**src/rtl/spi_master_arbiter.sv**
```systemverilog
// Round-robin burst arbiter sharing one mode-0 SPI byte driver between N_REQ slaves.
// Optional watchdog abort of stuck transfers: define SPI_ARB_WATCHDOG_EN.
module spi_master_arbiter #(
  parameter int N_REQ    = 2,
  parameter int LEN_W    = 4,
  parameter int WD_LIMIT = 64
) (
  input  logic               clk_i,
  input  logic               rst_n_i,
  input  logic [N_REQ-1:0]       req_bi,
  input  logic [N_REQ*LEN_W-1:0] len_bi,
  input  logic [N_REQ*8-1:0]     tx_data_bi,
  output logic [N_REQ-1:0]   gnt_bo,
  output logic [N_REQ-1:0]   tx_ack_bo,
  output logic               rx_valid_o,
  output logic [7:0]         rx_data_bo,
  output logic [N_REQ-1:0]   done_bo,
  output logic [N_REQ-1:0]   err_bo,
  output logic [N_REQ-1:0]   spi_cs_bo,
  output logic               drv_start_o,
  output logic [7:0]         drv_data_bo,
  input  logic               drv_busy_i,
  input  logic [7:0]         drv_data_bi
);

  localparam int IDX_W = (N_REQ > 1) ? $clog2(N_REQ) : 1;

  if (N_REQ < 2 || N_REQ > 8 || LEN_W < 1 || WD_LIMIT < 2)
  begin : g_bad_cfg
    $error("spi_master_arbiter: parameter out of range");
  end

  typedef enum logic [2:0] {
    S_IDLE,
    S_START,
    S_WAIT_HI,
    S_WAIT_LO,
    S_DONE
  } state_t;

  state_t           state_q;
  logic [IDX_W-1:0] ptr_q;
  logic [IDX_W-1:0] w_q;
  logic [LEN_W-1:0] len_q;
  logic [LEN_W-1:0] cnt_q;

  logic [IDX_W-1:0] win;
  logic             win_vld;
  logic [IDX_W-1:0] sel;
  logic [7:0]       tx_sel;
  logic [LEN_W-1:0] len_sel;

`ifdef SPI_ARB_WATCHDOG_EN
  localparam int WD_W = $clog2(WD_LIMIT + 1) + 1;
  logic [WD_W-1:0] wd_q;
`endif

  function automatic logic [N_REQ-1:0] onehot(
    input logic [IDX_W-1:0] i
  );
    logic [N_REQ-1:0] v;
    v    = '0;
    v[i] = 1'b1;
    return v;
  endfunction

  function automatic logic [IDX_W-1:0] nxt(
    input logic [IDX_W-1:0] i
  );
    if (i == IDX_W'(N_REQ - 1))
      return '0;
    return i + 1'b1;
  endfunction

  // First set request at or above the pointer, wrapping.
  always_comb begin
    int               j;
    logic [IDX_W-1:0] jx;
    win     = '0;
    win_vld = 1'b0;
    j       = 0;
    jx      = '0;
    for (int i = 0; i < N_REQ; i++) begin
      j = int'(ptr_q) + i;
      if (j >= N_REQ)
        j = j - N_REQ;
      jx = IDX_W'(j);
      if (!win_vld && req_bi[jx]) begin
        win     = jx;
        win_vld = 1'b1;
      end
    end
  end

  always_comb begin
    sel     = (state_q == S_IDLE) ? win : w_q;
    tx_sel  = '0;
    len_sel = '0;
    for (int k = 0; k < N_REQ; k++) begin
      if (sel == IDX_W'(k)) begin
        tx_sel  = tx_data_bi[k*8 +: 8];
        len_sel = len_bi[k*LEN_W +: LEN_W];
      end
    end
  end

  always_ff @(posedge clk_i) begin
    if (!rst_n_i) begin
      state_q     <= S_IDLE;
      ptr_q       <= '0;
      w_q         <= '0;
      len_q       <= '0;
      cnt_q       <= '0;
      gnt_bo      <= '0;
      spi_cs_bo   <= '1;
      tx_ack_bo   <= '0;
      rx_valid_o  <= 1'b0;
      rx_data_bo  <= '0;
      done_bo     <= '0;
      drv_start_o <= 1'b0;
      drv_data_bo <= '0;
`ifdef SPI_ARB_WATCHDOG_EN
      err_bo      <= '0;
      wd_q        <= '0;
`endif
    end else begin
      drv_start_o <= 1'b0;
      tx_ack_bo   <= '0;
      rx_valid_o  <= 1'b0;
      done_bo     <= '0;
`ifdef SPI_ARB_WATCHDOG_EN
      err_bo      <= '0;
      wd_q        <= '0;
`endif
      unique case (state_q)
        // Start pulse is issued on entry so it lines up with S_START.
        S_IDLE: begin
          if (win_vld && !drv_busy_i) begin
            w_q         <= win;
            gnt_bo      <= onehot(win);
            spi_cs_bo   <= ~onehot(win);
            len_q       <= len_sel;
            cnt_q       <= '0;
            drv_start_o <= 1'b1;
            drv_data_bo <= tx_sel;
            tx_ack_bo   <= onehot(win);
            state_q     <= S_START;
          end
        end
        S_START: begin
          state_q <= S_WAIT_HI;
        end
        S_WAIT_HI: begin
          if (drv_busy_i) begin
            state_q <= S_WAIT_LO;
          end
`ifdef SPI_ARB_WATCHDOG_EN
          else if (wd_q == WD_W'(3)) begin
            err_bo    <= onehot(w_q);
            gnt_bo    <= '0;
            spi_cs_bo <= '1;
            ptr_q     <= nxt(w_q);
            state_q   <= S_IDLE;
          end else begin
            wd_q <= wd_q + 1'b1;
          end
`endif
        end
        S_WAIT_LO: begin
          if (!drv_busy_i) begin
            rx_data_bo <= drv_data_bi;
            rx_valid_o <= 1'b1;
            if (cnt_q == len_q) begin
              state_q <= S_DONE;
            end else begin
              cnt_q       <= cnt_q + 1'b1;
              drv_start_o <= 1'b1;
              drv_data_bo <= tx_sel;
              tx_ack_bo   <= onehot(w_q);
              state_q     <= S_START;
            end
          end
`ifdef SPI_ARB_WATCHDOG_EN
          else if (wd_q == WD_W'(WD_LIMIT - 1)) begin
            err_bo    <= onehot(w_q);
            gnt_bo    <= '0;
            spi_cs_bo <= '1;
            ptr_q     <= nxt(w_q);
            state_q   <= S_IDLE;
          end else begin
            wd_q <= wd_q + 1'b1;
          end
`endif
        end
        S_DONE: begin
          done_bo   <= onehot(w_q);
          gnt_bo    <= '0;
          spi_cs_bo <= '1;
          ptr_q     <= nxt(w_q);
          state_q   <= S_IDLE;
        end
        default: begin
          state_q <= S_IDLE;
        end
      endcase
    end
  end

`ifndef SPI_ARB_WATCHDOG_EN
  assign err_bo = '0;
`endif

endmodule
```
**config.mk**
```make
export PLATFORM = sky130hd
export DESIGN_NAME = spi_master_arbiter
export DESIGN_NICKNAME = d
export VERILOG_FILES = /design/src/rtl/spi_master_arbiter.sv
export SDC_FILE = /design/constraint.sdc
export NUM_CORES = 1
export LEC_CHECK = 0
export ABC_CLOCK_PERIOD_IN_PS = 2220
export CORE_MARGIN = 3
export CORE_UTILIZATION = 42
export DETAILED_ROUTE_END_ITERATION = 10
export PLACE_DENSITY = 0.88
export SLEW_MARGIN = 0
export SYNTH_ARGS = -nofsm -noshare
export SYNTH_HDL_FRONTEND = slang
export SYNTH_SLANG_ARGS = --single-unit
```
**constraint.sdc**
```tcl
create_clock -name clk_i -period 2.22 [get_ports clk_i]
set_clock_uncertainty 0.1 [all_clocks]
set_input_delay 0.666 -clock clk_i [delete_from_list [all_inputs] [get_ports clk_i]]
set_output_delay 0.666 -clock clk_i [all_outputs]
set_load 0.01 [all_outputs]
```
# [Word-level counts from Yosys, hierarchy flattened]
# Index checks and enable logic that the tools add are counted.
[op_classes] order_cmp=8 eq_ne=9 muxes=48 bitwise=2 n_addsub=5 n_reduce_logical=16
[op_table] cell="8-bit 2-to-1 mux" n=4
[op_table] cell="1-bit 2-to-1 mux" n=22
[op_table] cell="4-bit 2-to-1 mux" n=4
[op_table] cell="8-bit case mux with 2 select lines" n=1
[op_table] cell="3-bit 2-to-1 mux" n=4
[op_table] cell="2-bit case mux with 2 select lines" n=3
[op_table] cell="3-bit case mux with 4 select lines" n=1
[op_table] cell="2-bit 2-to-1 mux" n=5
[op_table] cell="2-bit AND reduction" n=5
[op_table] cell="1-bit by 2-bit < comparator with 1-bit output, second input constant" n=4
[op_table] cell="4-bit case mux with 2 select lines" n=1
[op_table] cell="3-bit by 2-bit equality test with 1-bit output, second input constant" n=2
[op_table] cell="2-bit inequality test, second input constant" n=3
[op_table] cell="4-bit by 1-bit adder with 4-bit output, second input constant" n=1
[op_table] cell="4-bit equality test" n=1
[op_table] cell="1-bit logical AND" n=4
[op_table] cell="4-bit AND reduction" n=1
[op_table] cell="2-bit nonzero test" n=2
[op_table] cell="3-bit by 1-bit equality test with 1-bit output, second input constant" n=1
[op_table] cell="3-bit equality test, second input constant" n=1
[op_table] cell="3-bit logical NOT" n=1
[op_table] cell="3-bit AND reduction" n=1
[op_table] cell="1-bit by 1-bit adder with 2-bit output, second input constant" n=1
[op_table] cell="1-bit demux with 1-bit select" n=2
[op_table] cell="other kinds (10)" n=13
[totals] output_inout_bits=28 in_bits=37 ff_bits=39

# [Depth between registers and ports, before layout]
[depth] depth_word=15 mapped_depth=6 depth_no_buf=5

# [Least setup slack after synthesis]
# No wires, ideal clock.
[synth_path] kind="input -> register" from="in drv_busy_i" to="reg spi_cs_bo[1]" setup_time_ns=0.133 setup_slack_ns=0.380 arrival_ns=1.607 cell_stages=6 cell_sequence="clkbuf_1 nor4_1 buf_2 nand2_1 o21ai_1 nand3_1"
[synth_via] elab_chain_cells=4
[synth_lines] item="start, declared" line="22" text="input logic drv_busy_i,"
[synth_lines] item="1-bit logical NOT"
[synth_lines] item="1-bit logical AND" line="138" text="if (win_vld && !drv_busy_i) begin"
[synth_lines] item="2-bit by 1-bit inequality test with 1-bit output (no source line)"
[synth_lines] item="2-bit AND reduction (no source line)"
[synth_lines] item="end signal, assigned" line="141" text="spi_cs_bo <= ~onehot(win);"
[synth_lines] item="end, declared" line="19" text="output logic [N_REQ-1:0] spi_cs_bo,"
# No other way between the ends.
# A chain may end at the register's enable or synchronous reset.

# [Final worst setup path]
[layout_path] from="reg spi_cs_bo[0]" to="out spi_cs_bo[0]"
# No word-level cell between the ends.

==> flow_summary.ini <==
[run_status]
outcome = finished clean

[floorplan]
start_util = 0.4570
io_pins = 65
rows = 21
dieHeight_microns = 67.90
fp.coreArea_sq_um = 3521
die_area_sq_um = 4610
die_w_microns = 67.90

[power]
ir_drop_uv = 424.2
powerDensity_nw_per_um2 = 685.5
leakage_nw = 0.9658
fin_total_pwr_mw = 1.685

[sta]
setup_tns_ns = 0
hold_viol = 0
setup_ws_ns = 0.2449
rsz0062_at_grt = false
slew_violations = 0
max_slew_margin = 0.6739
fin_crit_sh = 0.8897
period_minus_slack_ns = 1.975
setup_viol = 0
worstMarginPinSlew_ns = 0.4815
timing.fmax_mhz = 506.3

[clocking]
clk_latency_ns = 0.29
clkTransAtPathRegs_ns = 0.08
clock-sinks = 39
cts_setup_buffers = 0
ctsResizeCount = 0
cts_root_buf = clkbuf_8
clockBufferDepth = 2
numCtsBuffers = 5
h-tree-depth = 2
cts_hold_buf = 0
cts_tree = yes

[routing]
route.vias.total = 1544
wl_per_cell_microns = 13.35
vias_per_cell = 5.096
drcViolationCount = 0
dr.pass1.iters = 5
ant_nets = 0
drt_iter0_drc = 127
routed_wirelength_microns = 4045

[place]
dpl_cell_area_sq_um = 2341
place_ws_ns = -0.02448
dp_hpwl_microns = 2966
gp_congestion = 0.8683
io_buffers = 62

[layout]
syn2layout_area_growth_pct = 52.80
post-route-util = 0.6983
num_antenna_cells = 0
nets = 294
regArea_sq_um = 780.7
final_area_sq_um = 2459
multi_input_area_sq_um = 748.2
fillers = 309
drive_gt1_frac = 0.09339

[synthesis]
yosys_warnings = 0
ys_seq_area_frac = 0.4852
syn-instance-count = 186
synth.distinct_cells = 34
synth_area_per_cell_sq_um = 8.651
syn_area_sq_um = 1609
synth_seq_cells = 39
yosysTopAreaCellShare = 0.4852
synth_top_flop_cell = dfxtp_1
synthTopCellsByArea = dfxtp_1 49%, a21oi_1 9.0%, mux2i_1 7.5%
async_flop_share = 0
synth_top_cell_by_area = dfxtp_1
synth_edf_count = 0

[grt]
grt-ovfl-total = 0
grt_first_pass_wirelength_microns = 6603
grt_usage = 0.1903
antenna_found_initial = 0
first_global_vias = 1500
grt_max_degree = 21

[hold_path]
holdPathStages = 2
holdPathEnd = rx_data_bo[5]$_SDFFE_PN0P_
hp-class = flip-flop to flip-flop
worstHoldStart = rx_data_bo[5]$_SDFFE_PN0P_

[critical_path]
r2r-end = len_q[0]$_SDFFE_PN0P_
cp_top_family = buffers and inverters
r2r-start = state_q[0]$_SDFFE_PN0P_
start_kind = flip-flop
end_kind = output port
path_buf_inv = 1
worstSetupPathType = flip-flop to output port
path_cells = clkdlybuf4s50_1
reg2reg_depth = 6
reg2reg_slack_ns = 0.44
path_max_fanout = 2
max_stage_delay_ns = 0.55
crit_required_ns = 1.45
crit_slowest_cell = clkdlybuf4s50_1
arrival_ns = 1.21

[flow_run]
maxCapViolations = 0
-- power breakdown --
group / internal, mW / switching [mW] / total, mW / leakage, nW
clock: 0.363 / 0.242 / 0.606 / 0.0612
combinational: 0.182 / 0.137 / 0.319 / 0.587
sequential: 0.737 / 0.0234 / 0.760 / 0.318
total: 1.28 / 0.403 / 1.69 / 0.966
-- synth_stat cells (2+ instances only) --
library cell	count
o21ai_0	6
nor3_1	4
a21oi_1	29
o21ai_1	12
dfxtp_1	39
buf_2	4
nor2_1	13
xnor2_1	4
buf_4	2
clkbuf_1	5
nand3_1	3
mux2i_1	12
nand4_1	2
or3_1	3
nor2b_1	2
inv_1	5
nand2_1	24
-- cell families after synthesis --
kind of cell	count (synthesis)	synth area share
fa+ha+maj	1	0.007775
mux	13	0.08320
compound gates	54	0.1827
xor+xnor	4	0.02177
buf+inv	17	0.05210
simple gates	57	0.1649
flops	39	0.4852
other cells	1	0.002331
-- stage by stage --
step	std cells	hold WS [ns]
after CTS	303	0.3621
final	303	0.3596
after floorplan	187	0.3545
after global placement	295	0.3416
after global routing	303	0.3819
after detailed placement	295	0.3499
-- state kept, by name, summed over array words and instances (netlist names), 2 cells and up --
| signal | count |
|---|---|
| drv_data_bo | 8 |
| rx_data_bo | 8 |
| spi_cs_bo | 2 |
| gnt_bo | 2 |
| tx_ack_bo | 2 |
| state_q | 3 |
| done_bo | 2 |
| cnt_q | 4 |
| len_q | 4 |
-- layout by cell type (no fill, tap or decap), types with 2 or more instances in the layout --
master / n
o21ai_1: 12
inv_1: 5
buf_4: 10
nor2b_1: 2
nor2_1: 13
mux2i_1: 12
clkbuf_8: 6
nand2_1: 24
nor3_1: 4
o21ai_0: 6
a21oi_1: 29
nand4_1: 2
nand3_1: 3
conb_1: 2
clkdlybuf4s50_1: 62
buf_12: 2
or3_1: 3
dfxtp_1: 39
xnor2_1: 4
-- area by class of cell --
class / count / area share
sequential: 39 / 0.3176
multi-input combinational: 131 / 0.3043
timing repair buffer: 74 / 0.2992
clock buffer: 6 / 0.03359
tap: 46 / 0.02341
clock inverter: 2 / 0.01425
inverter: 5 / 0.007634
-- metal layers --
layer	wire length [microns]	GRT usage	share of wire	vias to the layer above
li1	-	-	-	779
met1	1765	0.2441	0.44	709
met2	1966	0.3038	0.49	44
met3	230	0.04762	0.057	12
met4	82	0.08189	0.020	0
met5	0	0	0	-
-- worst max path at each step --
stage          cells past startpoint                      start  slack, ns                    endpoint
2_1_floorplan                      6                 drv_busy_i       0.38   spi_cs_bo[1]$_SDFFE_PN1P_
3_3_place_gp                       5                 drv_busy_i       0.01  rx_data_bo[0]$_SDFFE_PN0P_
3_5_place_dp                       6                  req_bi[0]      -0.02       cnt_q[3]$_SDFFE_PN0P_
4_1_cts                            1  spi_cs_bo[0]$_SDFFE_PN1P_       0.24                spi_cs_bo[0]
5_1_grt                            7                  req_bi[0]       0.16   spi_cs_bo[0]$_SDFFE_PN1P_
6_report                           1  spi_cs_bo[0]$_SDFFE_PN1P_       0.24                spi_cs_bo[0]
Power figures use the tool's default switching activity.
